## src/rtl/cmplx_mult_seq.sv

```systemverilog
// Sequential complex multiplier on sign-magnitude Q7.8 operands, one shared multiplier over four cycles.
// Define CMPLX_MULT_SEQ_SAT_EN to saturate out-of-range magnitudes; otherwise they wrap to 15 bits.

module cmplx_mult_seq_fxmul (
   input  logic [15:0] a_i,
   input  logic [15:0] b_i,
   output logic [15:0] p_o
);
   logic [29:0] mag_full;
   logic        unused_mag;

   assign mag_full   = a_i[14:0] * b_i[14:0];
   assign p_o        = {a_i[15] ^ b_i[15], mag_full[22:8]};
   assign unused_mag = ^{mag_full[29:23], mag_full[7:0]};
endmodule

module cmplx_mult_seq (
   input  logic        clk,
   input  logic        rst,
   input  logic        start,
   input  logic [15:0] a_re,
   input  logic [15:0] a_im,
   input  logic [15:0] b_re,
   input  logic [15:0] b_im,
   output logic        busy,
   output logic        done,
   output logic [15:0] y_re,
   output logic [15:0] y_im,
   output logic        overflow
);
   typedef enum logic [2:0] {StIdle, StM0, StM1, StM2, StM3, StFin} state_e;

   state_e      state_q, state_d;
   logic [15:0] ar_q, ar_d, ai_q, ai_d, br_q, br_d, bi_q, bi_d;
   logic [16:0] re_acc_q, re_acc_d, im_acc_q, im_acc_d;
   logic [15:0] y_re_q, y_re_d, y_im_q, y_im_d;
   logic        ovf_q, ovf_d, done_q, done_d;

   logic        accept;
   logic [15:0] mul_a, mul_b, prod;
   logic [16:0] prod_mag, prod_s;
   logic [16:0] re_pack, im_pack;

   // Returns {overflow, sign-magnitude result}; a zero magnitude always gets sign 0.
   function automatic logic [16:0] pack_res(input logic [16:0] acc);
      logic [16:0] mag;
      logic [14:0] m15;
      logic        big;
      mag = acc[16] ? (17'd0 - acc) : acc;
      big = |mag[16:15];
`ifdef CMPLX_MULT_SEQ_SAT_EN
      m15 = big ? 15'h7FFF : mag[14:0];
`else
      m15 = mag[14:0];
`endif
      return {big, acc[16] && (m15 != 15'd0), m15};
   endfunction

   cmplx_mult_seq_fxmul u_mul (
      .a_i (mul_a),
      .b_i (mul_b),
      .p_o (prod)
   );

   always_ff @(posedge clk or posedge rst) begin
      if (rst) begin
         state_q  <= StIdle;
         ar_q     <= '0;
         ai_q     <= '0;
         br_q     <= '0;
         bi_q     <= '0;
         re_acc_q <= '0;
         im_acc_q <= '0;
         y_re_q   <= '0;
         y_im_q   <= '0;
         ovf_q    <= 1'b0;
         done_q   <= 1'b0;
      end else begin
         state_q  <= state_d;
         ar_q     <= ar_d;
         ai_q     <= ai_d;
         br_q     <= br_d;
         bi_q     <= bi_d;
         re_acc_q <= re_acc_d;
         im_acc_q <= im_acc_d;
         y_re_q   <= y_re_d;
         y_im_q   <= y_im_d;
         ovf_q    <= ovf_d;
         done_q   <= done_d;
      end
   end

   always_comb begin
      state_d = state_q;
      unique case (state_q)
         StIdle:  if (start) state_d = StM0;
         StM0:    state_d = StM1;
         StM1:    state_d = StM2;
         StM2:    state_d = StM3;
         StM3:    state_d = StFin;
         StFin:   state_d = StIdle;
         default: state_d = StIdle;
      endcase
   end

   always_comb begin
      busy   = (state_q != StIdle);
      accept = (state_q == StIdle) && start;
      mul_a  = ar_q;
      mul_b  = br_q;
      unique case (state_q)
         StM1:    begin mul_a = ai_q; mul_b = bi_q; end
         StM2:    begin mul_a = ar_q; mul_b = bi_q; end
         StM3:    begin mul_a = ai_q; mul_b = br_q; end
         default: begin mul_a = ar_q; mul_b = br_q; end
      endcase
   end

   assign prod_mag = {2'b00, prod[14:0]};
   assign prod_s   = prod[15] ? (17'd0 - prod_mag) : prod_mag;
   assign re_pack  = pack_res(re_acc_q);
   assign im_pack  = pack_res(im_acc_q);

   always_comb begin
      ar_d     = ar_q;
      ai_d     = ai_q;
      br_d     = br_q;
      bi_d     = bi_q;
      re_acc_d = re_acc_q;
      im_acc_d = im_acc_q;
      if (accept) begin
         ar_d     = a_re;
         ai_d     = a_im;
         br_d     = b_re;
         bi_d     = b_im;
         re_acc_d = '0;
         im_acc_d = '0;
      end
      unique case (state_q)
         StM0:    re_acc_d = re_acc_q + prod_s;
         StM1:    re_acc_d = re_acc_q - prod_s;
         StM2:    im_acc_d = im_acc_q + prod_s;
         StM3:    im_acc_d = im_acc_q + prod_s;
         default: ;
      endcase
   end

   always_comb begin
      y_re_d = y_re_q;
      y_im_d = y_im_q;
      ovf_d  = ovf_q;
      done_d = (state_q == StFin);
      if (state_q == StFin) begin
         y_re_d = re_pack[15:0];
         y_im_d = im_pack[15:0];
         ovf_d  = re_pack[16] | im_pack[16];
      end
   end

   assign done     = done_q;
   assign y_re     = y_re_q;
   assign y_im     = y_im_q;
   assign overflow = ovf_q;
endmodule
```

## config.mk

```make
export PLATFORM = sky130hd
export DESIGN_NAME = cmplx_mult_seq
export DESIGN_NICKNAME = d
export VERILOG_FILES = /design/src/rtl/cmplx_mult_seq.sv
export SDC_FILE = /design/constraint.sdc
export NUM_CORES = 1
export LEC_CHECK = 0
export ABC_AREA = 1
export BUFFER_PORTS_ARGS = -buffer_cell sky130_fd_sc_hd__buf_4
export CORE_MARGIN = 2
export CORE_UTILIZATION = 55
export CTS_CLUSTER_DIAMETER = 200
export DETAILED_ROUTE_END_ITERATION = 8
export GPL_TIMING_DRIVEN = 1
export PLACE_DENSITY = 0.81
export SETUP_SLACK_MARGIN = 0.15
export SLEW_MARGIN = 0
export SYNTH_ARGS = -nofsm -noshare
export SYNTH_HDL_FRONTEND = slang
export SYNTH_HIERARCHICAL = 1
export SYNTH_SLANG_ARGS = --single-unit
```

## constraint.sdc

```tcl
create_clock -name clk -period 25.7 [get_ports clk]
set_clock_uncertainty 0.15 [all_clocks]
set_input_delay 2.57 -clock clk [delete_from_list [all_inputs] [get_ports clk]]
set_output_delay 2.57 -clock clk [all_outputs]
set_load 0.05 [all_outputs]
```

### Word level (Yosys, flattened, before mapping)

Cells that the tools add are included.

| storage, ports and cells | value |
|---|---|
| bits in registers | 135 |
| bits of input ports | 67 |
| output and inout bits | 35 |
| word-level logic and storage cells | 50 |

| operators by class | value |
|---|---|
| $add $sub $neg | 6 |
| multiply operators | 1 |
| equal/unequal tests | 6 |
| multiplexer cells | 10 |
| bitwise logic cells | 2 |
| reductions and logical operators | 14 |

Operator list:

| operator | number |
|---|---|
| two-way mux 17 bit | 5 |
| adder 17 bit | 2 |
| one-hot mux 17 bit (2 select lines) | 1 |
| subtractor 1 x 17 -> 17 bit (first input constant) | 2 |
| two-way mux 16 bit | 2 |
| nonzero test 15 bit | 2 |
| multiplier 15 x 15 -> 23 bit | 1 |
| subtractor 17 bit | 1 |
| subtractor 1 x 15 -> 16 bit (first input constant) | 1 |
| one-hot mux 3 bit (5 select lines) | 1 |
| OR reduction 2 bit | 5 |
| == test 3 x 2 -> 1 bit (second input constant) | 2 |
| == test 3 bit (second input constant) | 2 |
| nonzero test 3 bit | 2 |
| == test 3 x 1 -> 1 bit (second input constant) | 1 |
| logical AND 1 bit | 3 |
| zero test 3 bit | 1 |
| two-way mux 3 bit | 1 |
| != test 2 bit (second input constant) | 1 |
| nonzero test 2 bit | 1 |
| OR 1 bit | 1 |
| XOR 1 bit | 1 |

### Depth between registers and ports, before layout

| logic depth | value |
|---|---|
| depth in word-level cells | 8 |
| gate-level depth with buffers | 59 |

### By module

Netlist, hierarchy kept.

Modules (own cells, without submodules):

| module | times used | cells an instance | area an instance (µm²) |
|---|---|---|---|
| cmplx_mult_seq | 1 | 1159 | 8423.1 |
| cmplx_mult_seq_fxmul | 1 | 1014 | 6882.9 |

### Worst setup path after synthesis

Ideal clock, no wire load.

| path | value |
|---|---|
| kind | flip-flop to flip-flop |
| start point | reg state_q[2] |
| end point | reg re_acc_q[13] |
| library setup time | 0.123 ns |
| arrival time | 8.474 ns |
| required time | 25.427 ns |
| path slack | 16.953 ns |
| stages on the path, launching flop included | 50 |
| buffers on the path | 2 |
| clock period less this slack | 8.747 ns |
| cells stage by stage | dfrtp_1 nor2_4 inv_2 nor2_1 inv_2 nand2_1 clkbuf_1 o21ai_0 clkbuf_1 nand2_1 inv_1 fa_1 inv_1 fa_1 inv_1 fa_1 inv_1 fa_1 [... 14 more ...] nand2_2 nor2_2 o21ai_1 nand2_1 nor2_1 nand2_2 nand2_1 o21ai_0 xor2_1 ha_1 nand2_1 nor2_1 nand3_1 o2111ai_1 a31o_2 or2_2 nand3_1 o21ai_1 |

| between the ends | value |
|---|---|
| longest elaborated chain between the ends | 8 |
| elaborated cells between the ends (all ways) | 18 |
| those cells by class | add/sub: 3; mul: 1; eq/ne: 4; mux: 4; bitwise: 1; reduce/logical: 5 |

RTL lines:

| item | RTL line | source |
|---|---|---|
| start: declaration | 33 | `state_e state_q, state_d;` |
| start signal: assignment | 67 | `state_q <= StIdle;` |
| start signal: assignment | 79 | `state_q <= state_d;` |
| == test 3 bit / == test 3 x 2 -> 1 bit (equally long branches) | 111 | `unique case (state_q)` |
| OR reduction 2 bit (no source line) * | n/a |  |
| two-way mux 16 bit * | 111 |  |
| named net mul_a[10] | 40 | `logic [15:0] mul_a, mul_b, prod;` |
| multiplier 15 x 15 -> 23 bit * | 12 | `assign mag_full = a_i[14:0] * b_i[14:0];` |
| named net prod[4] | 40 |  |
| subtractor 1 x 15 -> 16 bit | 120 | `assign prod_s = prod[15] ? (17'd0 - prod_mag) : prod_mag;` |
| two-way mux 17 bit * | 120 |  |
| subtractor 17 bit / adder 17 bit (equally long branches) | 141, 140 |  |
| one-hot mux 17 bit (2 select lines) * | 139 | `unique case (state_q)` |
| end signal: assignment | 84 | `re_acc_q <= re_acc_d;` |
| end: declaration | 35 | `logic [16:0] re_acc_q, re_acc_d, im_acc_q, im_acc_d;` |

Mark *: on every way through the listed nets, which the timed path passes. The rest lies on a longest branch.
A chain may end at the register's enable or synchronous reset.

### Final worst setup path

Ends and elaborated chain as after synthesis.

==> report_table.html <==
<table>
<tr><th>Metric</th><th>Value</th></tr>
<tr><th colspan="2">Worst setup path</th></tr>
<tr><td>Critical-path cell with the highest stage delay</td><td>sky130_fd_sc_hd__nand2_1</td></tr>
<tr><td>Most common cell on crit path</td><td>sky130_fd_sc_hd__inv_1</td></tr>
<tr><td>Largest stage delay on the critical path</td><td>0.77 ns</td></tr>
<tr><td>Endpoint type of the worst setup path</td><td>flip-flop</td></tr>
<tr><td>Startpoint type of the worst setup path</td><td>flip-flop</td></tr>
<tr><td>Arrival time worst endpoint</td><td>11.21 ns</td></tr>
<tr><td>Reg-to-reg slack, setup</td><td>14.65 ns</td></tr>
<tr><td>Kind of critical path</td><td>flip-flop to flip-flop</td></tr>
<tr><td>Top fanout value on the critical path</td><td>31</td></tr>
<tr><td>Required time of the critical path</td><td>25.86 ns</td></tr>
<tr><th colspan="2">Clock network</th></tr>
<tr><td>CTS HTree Levels</td><td>4</td></tr>
<tr><td>Clk slew on worst S/H paths</td><td>0.07 ns</td></tr>
<tr><td>Cell at the root of the clock tree</td><td>sky130_fd_sc_hd__clkbuf_16</td></tr>
<tr><td>CTS tree</td><td>built</td></tr>
<tr><td>CTS-repair resized insts</td><td>0</td></tr>
<tr><td>Clock Sinks</td><td>135</td></tr>
<tr><td>Number of buffers between clock root and the deepest sink</td><td>2</td></tr>
<tr><td>Clk_lat worst skew</td><td>0.43 ns</td></tr>
<tr><td>Setup Fix Bufs, Post-CTS</td><td>0</td></tr>
<tr><td>Hold-fix buffer count after cts</td><td>0</td></tr>
<tr><td>Number of clock buffers inserted by TritonCTS</td><td>17</td></tr>
<tr><th colspan="2">Routing</th></tr>
<tr><td>Average wire length per cell after detail routing</td><td>14.52 um</td></tr>
<tr><td>Via-to-Cell Ratio</td><td>5.214</td></tr>
<tr><td>Number of vias in the routed layout</td><td>13760</td></tr>
<tr><td>Drt first-iter violations</td><td>1212</td></tr>
<tr><td>Number of remaining DRC errors</td><td>0</td></tr>
<tr><td>Post-detailed-routing wire length</td><td>38.31 mm</td></tr>
<tr><td>Antenna-violating nets left</td><td>0</td></tr>
<tr><td>First-pass detailed-route iteration total</td><td>6</td></tr>
<tr><th colspan="2">Cells and area</th></tr>
<tr><td>Final std cell area, no fill</td><td>17020 um2</td></tr>
<tr><td>Most frequent cells in the layout</td><td>756 x sky130_fd_sc_hd__nand2_1, 460 x sky130_fd_sc_hd__inv_1, 149 x sky130_fd_sc_hd__fa_1, 135 x sky130_fd_sc_hd__dfrtp_1, 121 x sky130_fd_sc_hd__buf_4</td></tr>
<tr><td>Net count reported at finish</td><td>2559</td></tr>
<tr><td>Commonest non-fill, non-tap cell in the layout</td><td>sky130_fd_sc_hd__nand2_1</td></tr>
<tr><td>Fraction of layout cells with a size suffix above 1</td><td>0.09509</td></tr>
<tr><td>Antenna fix cells</td><td>0</td></tr>
<tr><td>Fill cell count</td><td>2485</td></tr>
<tr><td>Final core utilization</td><td>0.6161</td></tr>
<tr><td>Growth of design area from synthesis to finish</td><td>11.22%</td></tr>
<tr><th colspan="2">Synth</th></tr>
<tr><td>Average cell area after synthesis</td><td>7.044 um2</td></tr>
<tr><td>Post-Synthesis Net Count</td><td>2484</td></tr>
<tr><td>Count of unique library cells instantiated by Yosys</td><td>52</td></tr>
<tr><td>Area of the mapped netlist</td><td>15310 um2</td></tr>
<tr><td>Count of synthesis-stage warnings from yosys</td><td>6</td></tr>
<tr><td>Flop and latch count out of synthesis</td><td>135</td></tr>
<tr><td>Post-Synthesis Cells</td><td>2173</td></tr>
<tr><td>Seq/Total Area, Yosys</td><td>0.2207</td></tr>
<tr><th colspan="2">Floorplanning</th></tr>
<tr><td>Initial standard-cell utilization of the core</td><td>0.5540</td></tr>
<tr><td>Die Height</td><td>170.8 um</td></tr>
<tr><td>Horizontal extent of the die</td><td>170.8 um</td></tr>
<tr><td>Total core area</td><td>27630 um2</td></tr>
<tr><td>Total die area</td><td>29180 um2</td></tr>
<tr><td>Number of I/O pins</td><td>102</td></tr>
<tr><td>Rows</td><td>61</td></tr>
<tr><th colspan="2">Timing</th></tr>
<tr><td>Final hold vios</td><td>0</td></tr>
<tr><td>Final critical delay including setup and external delays</td><td>11.05 ns</td></tr>
<tr><td>Unrepaired setup endpoints after global routing</td><td>false</td></tr>
<tr><td>Final setup violating endpoints</td><td>0</td></tr>
<tr><td>Slew at the pin closest to its max-slew limit</td><td>1.041 ns</td></tr>
<tr><td>Portion of the clock cycle consumed by the worst path in the final layout</td><td>0.4300</td></tr>
<tr><td>Setup TNS</td><td>0 ns</td></tr>
<tr><td>Worst slew margin</td><td>0.3063</td></tr>
<tr><td>Count of final max-slew check failures</td><td>0</td></tr>
<tr><td>Fmax</td><td>90.49 MHz</td></tr>
<tr><th colspan="2">Flow run</th></tr>
<tr><td>Max-capacitance violation count</td><td>0</td></tr>
<tr><th colspan="2">Placed design</th></tr>
<tr><td>Number of buffer cells added on primary ports</td><td>101</td></tr>
<tr><td>Gpl congestion</td><td>0.9567</td></tr>
<tr><td>Post-DP Area</td><td>16420 um2</td></tr>
<tr><td>HPWL after detailed placement</td><td>29.85 mm</td></tr>
<tr><th colspan="2">GRT</th></tr>
<tr><td>Global Route Usage Sum</td><td>0.2785</td></tr>
<tr><td>GRT Residual Overflow</td><td>0</td></tr>
<tr><td>Initial antenna violation count</td><td>0</td></tr>
<tr><td>Vias in the first global route</td><td>13910</td></tr>
<tr><td>Maximum number of pins on one net before global-route repair</td><td>82</td></tr>
<tr><td>Global-route wire length before repair</td><td>65.25 mm</td></tr>
<tr><th colspan="2">Run status</th></tr>
<tr><td>Outcome</td><td>finished clean</td></tr>
<tr><th colspan="2">Min path</th></tr>
<tr><td>Worst hold-check path type</td><td>flip-flop to flip-flop</td></tr>
</table>
-- worst paths after layout --
kind	from	to	depth (start not counted)
max reg2reg	state_q[2]$_DFFE_PP0P_	re_acc_q[13]$_DFFE_PP0P_	47
min	br_q[6]$_DFFE_PP0P_	br_q[6]$_DFFE_PP0P_	2
min in group asynchronous	rst	bi_q[9]$_DFFE_PP0P_	2
min reg2reg	br_q[6]$_DFFE_PP0P_	br_q[6]$_DFFE_PP0P_	2
max	state_q[2]$_DFFE_PP0P_	re_acc_q[13]$_DFFE_PP0P_	47
max in group asynchronous	rst	y_re[8]$_DFFE_PP0P_	3
-- per-stage QoR --
step | hold slack (ns) | instances | setup slack (ns)
floorplan | 0.2933 | 2173 | 16.95
global placement | 0.3135 | 2607 | 15.01
detailed placement | 0.3172 | 2607 | 14.88
CTS | 0.3349 | 2639 | 14.77
global route | 0.3563 | 2639 | 13.78
finish | 0.3289 | 2639 | 14.65
-- flip-flops by register name, indices dropped and copies added, names as in the netlist, 3 cells and up --
register and count:
ar_q 16, bi_q 16, br_q 16, im_acc_q 17, y_re 16, re_acc_q 17, state_q 3, y_im 16
ai_q 16
-- layout make-up --
cell class,count,area [um2],area share
clock buffers,18,439.2,0.02580
repair buffers,121,908.4,0.05336
clock inverters,14,160.2,0.009408
multi-input cells,1501,9884,0.5807
inverters,472,1779,0.1045
flip-flops and latches,135,3378,0.1985
well taps,378,473.0,0.02778
-- Yosys cell counts (all sizes together) --
| cell type | instances | share of area |
|---|---|---|
| nor3 | 15 | 0.0059 |
| o21a | 2 | 0.00098 |
| nand2 | 777 | 0.19 |
| nor3b | 2 | 0.00098 |
| and2 | 2 | 0.00082 |
| o22ai | 11 | 0.0045 |
| nand3b | 3 | 0.0015 |
| inv | 470 | 0.12 |
| o221ai | 1 | 0.00057 |
| a21boi | 2 | 0.00098 |
| and3 | 1 | 0.00041 |
| o21bai | 7 | 0.0034 |
| xnor2 | 7 | 0.0040 |
| clkinv | 2 | 0.00049 |
| dfrtp | 135 | 0.22 |
| a32o | 1 | 0.00065 |
| o2111ai | 2 | 0.0011 |
| nand4 | 18 | 0.0074 |
| nor4 | 1 | 0.00041 |
| ha | 95 | 0.078 |
| o32ai | 3 | 0.0017 |
| or2 | 7 | 0.0029 |
| a31oi | 3 | 0.0012 |
| a21o | 2 | 0.00098 |
| o211ai | 1 | 0.00082 |
| nand3 | 72 | 0.024 |
| o21ai | 98 | 0.032 |
| fa | 149 | 0.19 |
| mux2 | 1 | 0.00074 |
| a31o | 2 | 0.0011 |
| xor2 | 49 | 0.029 |
| buf | 14 | 0.0056 |
| nor2 | 97 | 0.027 |
| o22a | 1 | 0.00057 |
| a21oi | 68 | 0.022 |
| o211a | 1 | 0.00065 |
| clkbuf | 51 | 0.013 |
-- worst max-delay path: cells and delay by family, from the launching register on --
kind | cells | cell delay (ns)
AO/OA/AOI/OAI | 9 | 1.56
adder cells (fa/ha/maj) | 8 | 3.79
XOR/XNOR | 2 | 0.56
buffers and inverters | 12 | 1.23
flip-flops | 1 | 0.43
AND/OR/NAND/NOR | 16 | 3.19
-- layer usage --
layer / vias to the layer above / routed length (um) / GRT usage
met1: 6583 / 17060 / 0.3754
li1: 6665 / - / -
met5: - / 0 / 0
met3: 77 / 1973 / 0.03470
met4: 0 / 887 / 0.08401
met2: 434 / 18390 / 0.4725
-- kinds of logic (layout without fill, tap and decap cells) --
logic type | Yosys count | after routing | share of synthesized area
flip-flops | 135 | 135 | 0.2207
multiplexers | 1 | 1 | 0.0007357
AO/OA/AOI/OAI | 205 | 205 | 0.07390
AND/OR/NAND/NOR | 995 | 995 | 0.2656
adder cells (fa/ha/maj) | 244 | 244 | 0.2725
XOR/XNOR | 56 | 56 | 0.03254
buffers and inverters | 537 | 625 | 0.1340
Power is not shown: default switching activity piles up to over one toggle a cycle in this logic, so the estimate is an artifact.
